### src/rtl/sap2_alu_if.sv
// ----------------------------------------------------------------------------
// sap2_alu_if
// Bus between the SAP-2 controller/sequencer and the sap2_alu datapath.
//
// Signals:
//   start        controller -> ALU  issue opcode this cycle
//   opcode[3:0]  controller -> ALU  operation select, sampled with start
//   reg_sel      controller -> ALU  operand/destination register index
//   data_in      controller -> ALU  bus data for LDA/LDR
//   busy         ALU -> controller  multi-cycle op in progress
//   done         ALU -> controller  one-cycle pulse, result and flags valid
//   data_out     ALU -> controller  registered output port (written by OUT)
//   acc_zero, acc_negative, acc_carry, acc_overflow   ALU -> controller flags
//
// Modports: master = controller side, slave = ALU side.
// ----------------------------------------------------------------------------
interface sap2_alu_if #(
    parameter int DATA_WIDTH = 8,
    parameter int NUM_REGS   = 4
);
    localparam int REG_SEL_W = $clog2(NUM_REGS);

    logic                  start;
    logic [3:0]            opcode;
    logic [REG_SEL_W-1:0]  reg_sel;
    logic [DATA_WIDTH-1:0] data_in;
    logic                  busy;
    logic                  done;
    logic [DATA_WIDTH-1:0] data_out;
    logic                  acc_zero;
    logic                  acc_negative;
    logic                  acc_carry;
    logic                  acc_overflow;

    modport master (
        output start, opcode, reg_sel, data_in,
        input  busy, done, data_out, acc_zero, acc_negative, acc_carry, acc_overflow
    );

    modport slave (
        input  start, opcode, reg_sel, data_in,
        output busy, done, data_out, acc_zero, acc_negative, acc_carry, acc_overflow
    );
endinterface

### src/rtl/sap2_alu.sv
// ----------------------------------------------------------------------------
// sap2_alu
// Accumulator ALU for the SAP-2 datapath: accumulator, NUM_REGS operand
// registers, Z/N/C/V flags, start/busy/done handshake and an optional
// iterative shift-add multiplier.
//
// Build option:
//   SAP2_ALU_MUL_EN  defined   -> opcode B is an iterative MUL (busy for
//                                 DATA_WIDTH cycles)
//                    undefined -> opcode B is a NOP, busy tied low
//
// Ports:
//   clk      rising-edge clock
//   s_reset  synchronous active-high reset, highest priority
//   bus      sap2_alu_if.slave (start/opcode/reg_sel/data_in in,
//            busy/done/data_out/flags out)
// ----------------------------------------------------------------------------
module sap2_alu #(
    parameter int DATA_WIDTH = 8,
    parameter int NUM_REGS   = 4
) (
    input  logic        clk,
    input  logic        s_reset,
    sap2_alu_if.slave   bus
);
    localparam int W = DATA_WIDTH;

    localparam logic [3:0] OP_CLR = 4'h1;
    localparam logic [3:0] OP_LDA = 4'h2;
    localparam logic [3:0] OP_LDR = 4'h3;
    localparam logic [3:0] OP_ADD = 4'h4;
    localparam logic [3:0] OP_SUB = 4'h5;
    localparam logic [3:0] OP_AND = 4'h6;
    localparam logic [3:0] OP_OR  = 4'h7;
    localparam logic [3:0] OP_XOR = 4'h8;
    localparam logic [3:0] OP_SHL = 4'h9;
    localparam logic [3:0] OP_SHR = 4'hA;
    localparam logic [3:0] OP_OUT = 4'hC;

    // Signed overflow: widen both operands by sign extension, then the result
    // overflowed when the two top bits disagree.
    function automatic logic f_add_ovf(input logic signed [W-1:0] a,
                                       input logic signed [W-1:0] b);
        logic signed [W:0] s;
        s = (W+1)'(a) + (W+1)'(b);
        return s[W] ^ s[W-1];
    endfunction

    function automatic logic f_sub_ovf(input logic signed [W-1:0] a,
                                       input logic signed [W-1:0] b);
        logic signed [W:0] d;
        d = (W+1)'(a) - (W+1)'(b);
        return d[W] ^ d[W-1];
    endfunction

    logic [W-1:0] r_acc;
    logic [W-1:0] r_regs [NUM_REGS];
    logic [W-1:0] r_dout;
    logic         r_done;
    logic         r_z;
    logic         r_n;
    logic         r_c;
    logic         r_v;

    logic [W-1:0] w_b;
    logic [W:0]   w_sum;
    logic [W:0]   w_diff;
    logic [W-1:0] w_res;
    logic         w_wr_acc;
    logic         w_c;
    logic         w_v;
    logic         w_accept;

    // Single-cycle result and flag candidates for the opcode on the bus.
    always_comb begin
        w_b      = r_regs[bus.reg_sel];
        w_sum    = {1'b0, r_acc} + {1'b0, w_b};
        // Top bit of the widened difference is the unsigned borrow (B > acc).
        w_diff   = {1'b0, r_acc} - {1'b0, w_b};
        w_res    = r_acc;
        w_wr_acc = 1'b0;
        w_c      = r_c;
        w_v      = r_v;
        case (bus.opcode)
            OP_CLR: begin w_res = '0;                   w_wr_acc = 1'b1; w_c = 1'b0;       w_v = 1'b0; end
            OP_LDA: begin w_res = bus.data_in;          w_wr_acc = 1'b1; w_c = 1'b0;       w_v = 1'b0; end
            OP_ADD: begin w_res = w_sum[W-1:0];         w_wr_acc = 1'b1; w_c = w_sum[W];   w_v = f_add_ovf(r_acc, w_b); end
            OP_SUB: begin w_res = w_diff[W-1:0];        w_wr_acc = 1'b1; w_c = w_diff[W];  w_v = f_sub_ovf(r_acc, w_b); end
            OP_AND: begin w_res = r_acc & w_b;          w_wr_acc = 1'b1; w_c = 1'b0;       w_v = 1'b0; end
            OP_OR:  begin w_res = r_acc | w_b;          w_wr_acc = 1'b1; w_c = 1'b0;       w_v = 1'b0; end
            OP_XOR: begin w_res = r_acc ^ w_b;          w_wr_acc = 1'b1; w_c = 1'b0;       w_v = 1'b0; end
            OP_SHL: begin w_res = {r_acc[W-2:0], 1'b0}; w_wr_acc = 1'b1; w_c = r_acc[W-1]; w_v = 1'b0; end
            OP_SHR: begin w_res = {1'b0, r_acc[W-1:1]}; w_wr_acc = 1'b1; w_c = r_acc[0];   w_v = 1'b0; end
            default: ;
        endcase
    end

`ifdef SAP2_ALU_MUL_EN
    localparam logic [3:0] OP_MUL = 4'hB;
    localparam int         CNT_W  = $clog2(W + 1);

    logic               r_busy;
    logic [2*W-1:0]     r_mcand;
    logic [2*W-1:0]     r_prod;
    logic [W-1:0]       r_mplier;
    logic [CNT_W-1:0]   r_cnt;
    logic [2*W-1:0]     w_prod_nxt;
    logic               w_mul_last;

    // One multiplier bit per cycle: add the shifted multiplicand when the
    // current LSB of the multiplier is set.
    assign w_prod_nxt = r_prod + (r_mplier[0] ? r_mcand : '0);
    assign w_mul_last = (r_cnt == CNT_W'(W - 1));
    assign bus.busy   = r_busy;
    assign w_accept   = bus.start && !r_busy;
`else
    assign bus.busy   = 1'b0;
    assign w_accept   = bus.start;
`endif

    always_ff @(posedge clk) begin
        if (s_reset) begin
            r_acc  <= '0;
            for (int i = 0; i < NUM_REGS; i++) r_regs[i] <= '0;
            r_dout <= '0;
            r_done <= 1'b0;
            r_z    <= 1'b1;
            r_n    <= 1'b0;
            r_c    <= 1'b0;
            r_v    <= 1'b0;
`ifdef SAP2_ALU_MUL_EN
            r_busy   <= 1'b0;
            r_cnt    <= '0;
            r_mcand  <= '0;
            r_prod   <= '0;
            r_mplier <= '0;
`endif
        end else begin
            r_done <= 1'b0;
            if (w_accept) begin
                if (w_wr_acc) begin
                    r_acc <= w_res;
                    r_z   <= (w_res == '0);
                    r_n   <= w_res[W-1];
                    r_c   <= w_c;
                    r_v   <= w_v;
                end
                if (bus.opcode == OP_LDR) r_regs[bus.reg_sel] <= bus.data_in;
                if (bus.opcode == OP_OUT) r_dout <= r_acc;
`ifdef SAP2_ALU_MUL_EN
                if (bus.opcode == OP_MUL) begin
                    r_busy   <= 1'b1;
                    r_cnt    <= '0;
                    r_prod   <= '0;
                    r_mcand  <= {{W{1'b0}}, r_acc};
                    r_mplier <= w_b;
                end else begin
                    r_done <= 1'b1;
                end
`else
                r_done <= 1'b1;
`endif
            end
`ifdef SAP2_ALU_MUL_EN
            // start is never accepted while r_busy, so this branch owns acc
            // and flags for the whole multiply.
            if (r_busy) begin
                r_prod   <= w_prod_nxt;
                r_mcand  <= r_mcand << 1;
                r_mplier <= r_mplier >> 1;
                r_cnt    <= r_cnt + CNT_W'(1);
                if (w_mul_last) begin
                    r_busy <= 1'b0;
                    r_done <= 1'b1;
                    r_acc  <= w_prod_nxt[W-1:0];
                    r_z    <= (w_prod_nxt[W-1:0] == '0);
                    r_n    <= w_prod_nxt[W-1];
                    r_c    <= |w_prod_nxt[2*W-1:W];
                    r_v    <= |w_prod_nxt[2*W-1:W];
                end
            end
`endif
        end
    end

    assign bus.done         = r_done;
    assign bus.data_out     = r_dout;
    assign bus.acc_zero     = r_z;
    assign bus.acc_negative = r_n;
    assign bus.acc_carry    = r_c;
    assign bus.acc_overflow = r_v;
endmodule

### src/flat_wrapper.sv
// flat-port wrapper written by rule: the top's interface ports become plain ports
module sap2_alu_flat 
#(
    parameter int DATA_WIDTH = 8,
    parameter int NUM_REGS   = 4
)
  (clk, s_reset, bus_start, bus_opcode, bus_reg_sel, bus_data_in, bus_busy, bus_done, bus_data_out, bus_acc_zero, bus_acc_negative, bus_acc_carry, bus_acc_overflow);
  sap2_alu_if #(.DATA_WIDTH(DATA_WIDTH), .NUM_REGS(NUM_REGS)) bus_i ();
  input  logic clk;
  input  logic s_reset;
  input wire logic [$bits(bus_i.start)-1:0] bus_start;
  input wire logic [$bits(bus_i.opcode)-1:0] bus_opcode;
  input wire logic [$bits(bus_i.reg_sel)-1:0] bus_reg_sel;
  input wire logic [$bits(bus_i.data_in)-1:0] bus_data_in;
  output wire logic [$bits(bus_i.busy)-1:0] bus_busy;
  output wire logic [$bits(bus_i.done)-1:0] bus_done;
  output wire logic [$bits(bus_i.data_out)-1:0] bus_data_out;
  output wire logic [$bits(bus_i.acc_zero)-1:0] bus_acc_zero;
  output wire logic [$bits(bus_i.acc_negative)-1:0] bus_acc_negative;
  output wire logic [$bits(bus_i.acc_carry)-1:0] bus_acc_carry;
  output wire logic [$bits(bus_i.acc_overflow)-1:0] bus_acc_overflow;
  assign bus_i.start = bus_start;
  assign bus_i.opcode = bus_opcode;
  assign bus_i.reg_sel = bus_reg_sel;
  assign bus_i.data_in = bus_data_in;
  assign bus_busy = bus_i.busy;
  assign bus_done = bus_i.done;
  assign bus_data_out = bus_i.data_out;
  assign bus_acc_zero = bus_i.acc_zero;
  assign bus_acc_negative = bus_i.acc_negative;
  assign bus_acc_carry = bus_i.acc_carry;
  assign bus_acc_overflow = bus_i.acc_overflow;
  sap2_alu #(.DATA_WIDTH(DATA_WIDTH), .NUM_REGS(NUM_REGS)) u_core (.clk(clk), .s_reset(s_reset), .bus(bus_i));
endmodule
### config.mk
export PLATFORM = sky130hd
export DESIGN_NAME = sap2_alu_flat
export DESIGN_NICKNAME = d
export VERILOG_FILES = /design/src/rtl/sap2_alu_if.sv /design/src/rtl/sap2_alu.sv /design/src/flat_wrapper.sv
export SDC_FILE = /design/constraint.sdc
export NUM_CORES = 1
export LEC_CHECK = 0
export ABC_AREA = 1
export BUFFER_PORTS_ARGS = -buffer_cell sky130_fd_sc_hd__buf_2
export CAP_MARGIN = 40
export CORE_MARGIN = 4
export CORE_UTILIZATION = 61
export DETAILED_ROUTE_END_ITERATION = 7
export PLACE_DENSITY = 0.86
export SLEW_MARGIN = 20
export SYNTH_ARGS = -nofsm -noshare
export SYNTH_HDL_FRONTEND = slang
export SYNTH_SLANG_ARGS = --single-unit
### constraint.sdc
create_clock -name clk -period 3.6 [get_ports clk]
set_input_delay 0.54 -clock clk [delete_from_list [all_inputs] [get_ports clk]]
set_output_delay 0.54 -clock clk [all_outputs]
set_load 0.02 [all_outputs]
==> flow_summary.ini <==
[run_status]
status = completed

[clock_tree]
cts_inserted_buffers = 5
cts_hold_buf = 0
max-clock-path-buffers = 2
clkSinkCount = 52
cts.clk_slew.worst_paths_ps = 80
cts_root_buffer = clkbuf_8
post_cts_buffers = 0
cts_resized = 0
htreeDepth = 2
tritoncts = yes
worstSkewPairLatency_ps = 320

[sta]
timing.final.crit_share_pct = 84.28
fin_crit_ps = 3034
finalSetupViolCount = 0
slew_viol_final = 0
fin_skew_ps = 12.10
slew_headroom_pct = 53.39
timing.setup.tns_ps = 0
hold_viol = 0
rsz0062_at_grt = false
tightestPinTransition_ps = 696.6
max_freq_ghz = 0.3296

[logic_synthesis]
syn_area_um2 = 3776
synth_fa_ha_area_share_pct = 9.344
synth_compound_area_share_pct = 10.01
synth_nets = 583
synth_top_family_by_area = simple AND/OR/NAND/NOR gates
yosys.area_share.simple_pct = 34.56
syn_inst = 539
ys_seq_area_share_pct = 36.05
yosys.area.top_type = edfxtp_1
synthMuxAreaShare_pct = 0
synth_area_leaders = edfxtp_1 25%, nand2_1 13%, dfxtp_1 11%, nand3_1 9.0%, ha_1 8.3%
synth_cell_types = 35
synth-warning-count = 0
synth_xor_area_share_pct = 0.2319
netlist.area_leader.share_pct = 25.45
avgSynthCellArea_um2 = 7.006
synth-seq-cells = 52

[final_layout]
syn_to_final_growth_pct = 7.256
nNetsFinal = 607
drive_gt1_share_pct = 9.929
n_antenna_cell = 0
utilization_pct = 68.00
fillCellCount = 513

[global_route]
antenna_found_initial = 0
grt_usage_pct = 29.05
grt_first_pass_wirelength_um = 16930
grt_pass1_vias = 3512
grt_max_degree = 20
overflow = 0

[floorplan]
start_util_pct = 63.40
rows = 28
die_w_um = 86.68
dieArea_um2 = 7513
pin_count = 31
coreArea_um2 = 5956
dieHeight_um = 86.68

[worst_hold_path]
min_path_cells = 2
min_path_type = flip-flop to flip-flop

[route]
drt_pass1_iterations = 5
post_drt_via_cell_ratio = 5.844
drt-total-wl_um = 10210
vias = 3734
wl_per_cell_um = 15.97
drc = 0
drtIter0Drc = 467
ant_nets = 0

[critical_path]
cp_cell_sequence = buf_2 > inv_1 > a21oi_1 > a32oi_1 > inv_1 > ha_1 > inv_1 > a21oi_1 > nor3_1 > nor2_1 > nand2_1 > nand2_1 > nand3_1 > nand3_1 > nor2_1 > nand2_1 > nand2_1
ff2ff_path_depth = 15
path_buf_inv = 4
cp.depth = 17
start_kind = input pin
worst-setup-path-type = input pin to flip-flop
cp.arrival_ps = 3240
endpoint_kind = flip-flop
crit_required_ps = 3810
cpMaxStageDelayCell = ha_1
cpMostUsedCell = nand2_1
worst-path-max-fanout = 16
cp_slowest_stage_delay_ps = 480
cpLargestDelayFamily = buffers and inverters

[placed_design]
io_buffers = 29
post-dp-hpwl_um = 7650
place_congestion = 0.9982

[power_and_ir_drop]
leakagePower_nw = 2.011
power_density_nw_per_um2 = 347.3
ir_drop_uv = 265.0

[job]
maxCapViolCount = 0
==> per-layer routing <==
| metal | wire (um) | part of all wire, % | GRT usage (%) |
|---|---|---|---|
| met1 | 4381 | 43 | 40.58 |
| met2 | 4419 | 43 | 44.37 |
| met3 | 1006 | 9.9 | 4.658 |
| met4 | 399 | 3.9 | 13.03 |
| met5 | 0 | 0 | 0 |
==> area by class of cell <==
type / instances / area (um2) / area share [%]
clock buffers: 6 / 72.57 / 1.792
clock inverters: 2 / 13.76 / 0.3398
inverters: 74 / 277.8 / 6.858
multi-input cells: 396 / 2048 / 50.57
flip-flops and latches: 52 / 1361 / 33.61
well taps: 75 / 93.84 / 2.317
repair buffers: 34 / 182.7 / 4.510
==> final timing paths <==
path	start	to	slack (ps)
worst max-delay path	bus_reg_sel[1]	u_core.bus.acc_zero	570
worst min-delay path	u_core.bus.acc_zero	u_core.bus.acc_zero	490
worst max register to register	u_core.r_regs[1][4]	u_core.bus.acc_zero	970
worst min register to register	u_core.bus.acc_zero	u_core.bus.acc_zero	490
==> per-stage QoR <==
step                cells  area (um2)  power [mW]  hold slack, ps  worst slack [ps]
floorplan             539        3776      0.9680           522.3             682.9
CTS                   639        4050       1.397           477.1             643.1
global placement      631        3964       1.064           459.5             365.8
detailed placement    631        3964       1.070           456.6             319.9
finish                639        4050       1.407           485.4             566.0
global route          639        4050       1.482           521.7             279.3
==> registers in the layout (all words and copies together) (netlist names) <==
register and cells:
u_core.r_acc 8, u_core.bus.acc_zero 1, u_core.bus.acc_overflow 1, u_core.bus.data_out 8
u_core.r_regs 32, u_core.bus.done 1, u_core.bus.acc_carry 1
==> worst reg2reg max path, cell delays in order (launching register included) <==
cell      delay [ps]
edfxtp_1         330
nand2_1           60
a32oi_1          360
inv_1            130
ha_1             480
inv_1            140
a21oi_1          250
nor3_1            80
nor2_1           140
nand2_1          100
nand2_1           80
nand3_1           70
nand3_1          140
nor2_1            50
nand2_1           60
nand2_1           50
==> layout by cell type, fill, tap and decap left out, types with 2 or more instances in the layout <==
cell type,count
fa_1,2
o21ai_0,21
nand2_1,135
ha_1,25
a211oi_1,2
a32oi_1,8
inv_1,70
nand3b_1,2
nor2_1,73
a21oi_1,28
nor3_1,7
nor2_2,4
buf_4,5
nor2_4,2
nand3_1,68
nand4_1,4
o21ai_1,2
clkbuf_8,5
nand2_2,2
edfxtp_1,32
dfxtp_1,20
inv_2,3
buf_2,29
o22ai_1,2
==> logic make-up (layout without fill, tap and decap cells) <==
logic type	after synthesis	in the layout
AND/OR/NAND/NOR	301	301
AO/OA/AOI/OAI	66	66
adder cells (fa/ha/maj)	27	27
buffers and inverters	91	116
XOR/XNOR	1	1
flip-flops	52	52
other	1	1
==> cells in the mapped netlist <==
cell type,number
a211oi_1,2
a21oi_1,28
a32oi_1,8
a41oi_1,1
buf_2,8
buf_4,2
buf_6,1
clkbuf_1,6
clkinv_1,1
conb_1,1
dfxtp_1,20
edfxtp_1,32
fa_1,2
ha_1,25
inv_1,70
inv_2,3
nand2_1,135
nand2_2,2
nand2_4,1
nand3_1,68
nand3_2,1
nand3b_1,2
nand4_1,4
nor2_1,73
nor2_2,4
nor2_4,2
nor3_1,7
nor4_1,1
nor4_4,1
o21a_1,1
o21ai_0,21
o21ai_1,2
o21ai_2,1
o22ai_1,2
xor2_1,1
==> where the power goes <==
part / total (mW) / leakage [nW] / internal [mW] / switching, mW
logic: 0.390 / 1.50 / 0.118 / 0.272
clock network: 0.336 / 0.0417 / 0.138 / 0.198
registers: 0.681 / 0.468 / 0.662 / 0.0185
total: 1.41 / 2.01 / 0.918 / 0.488
Power figures use the tool's default switching activity.
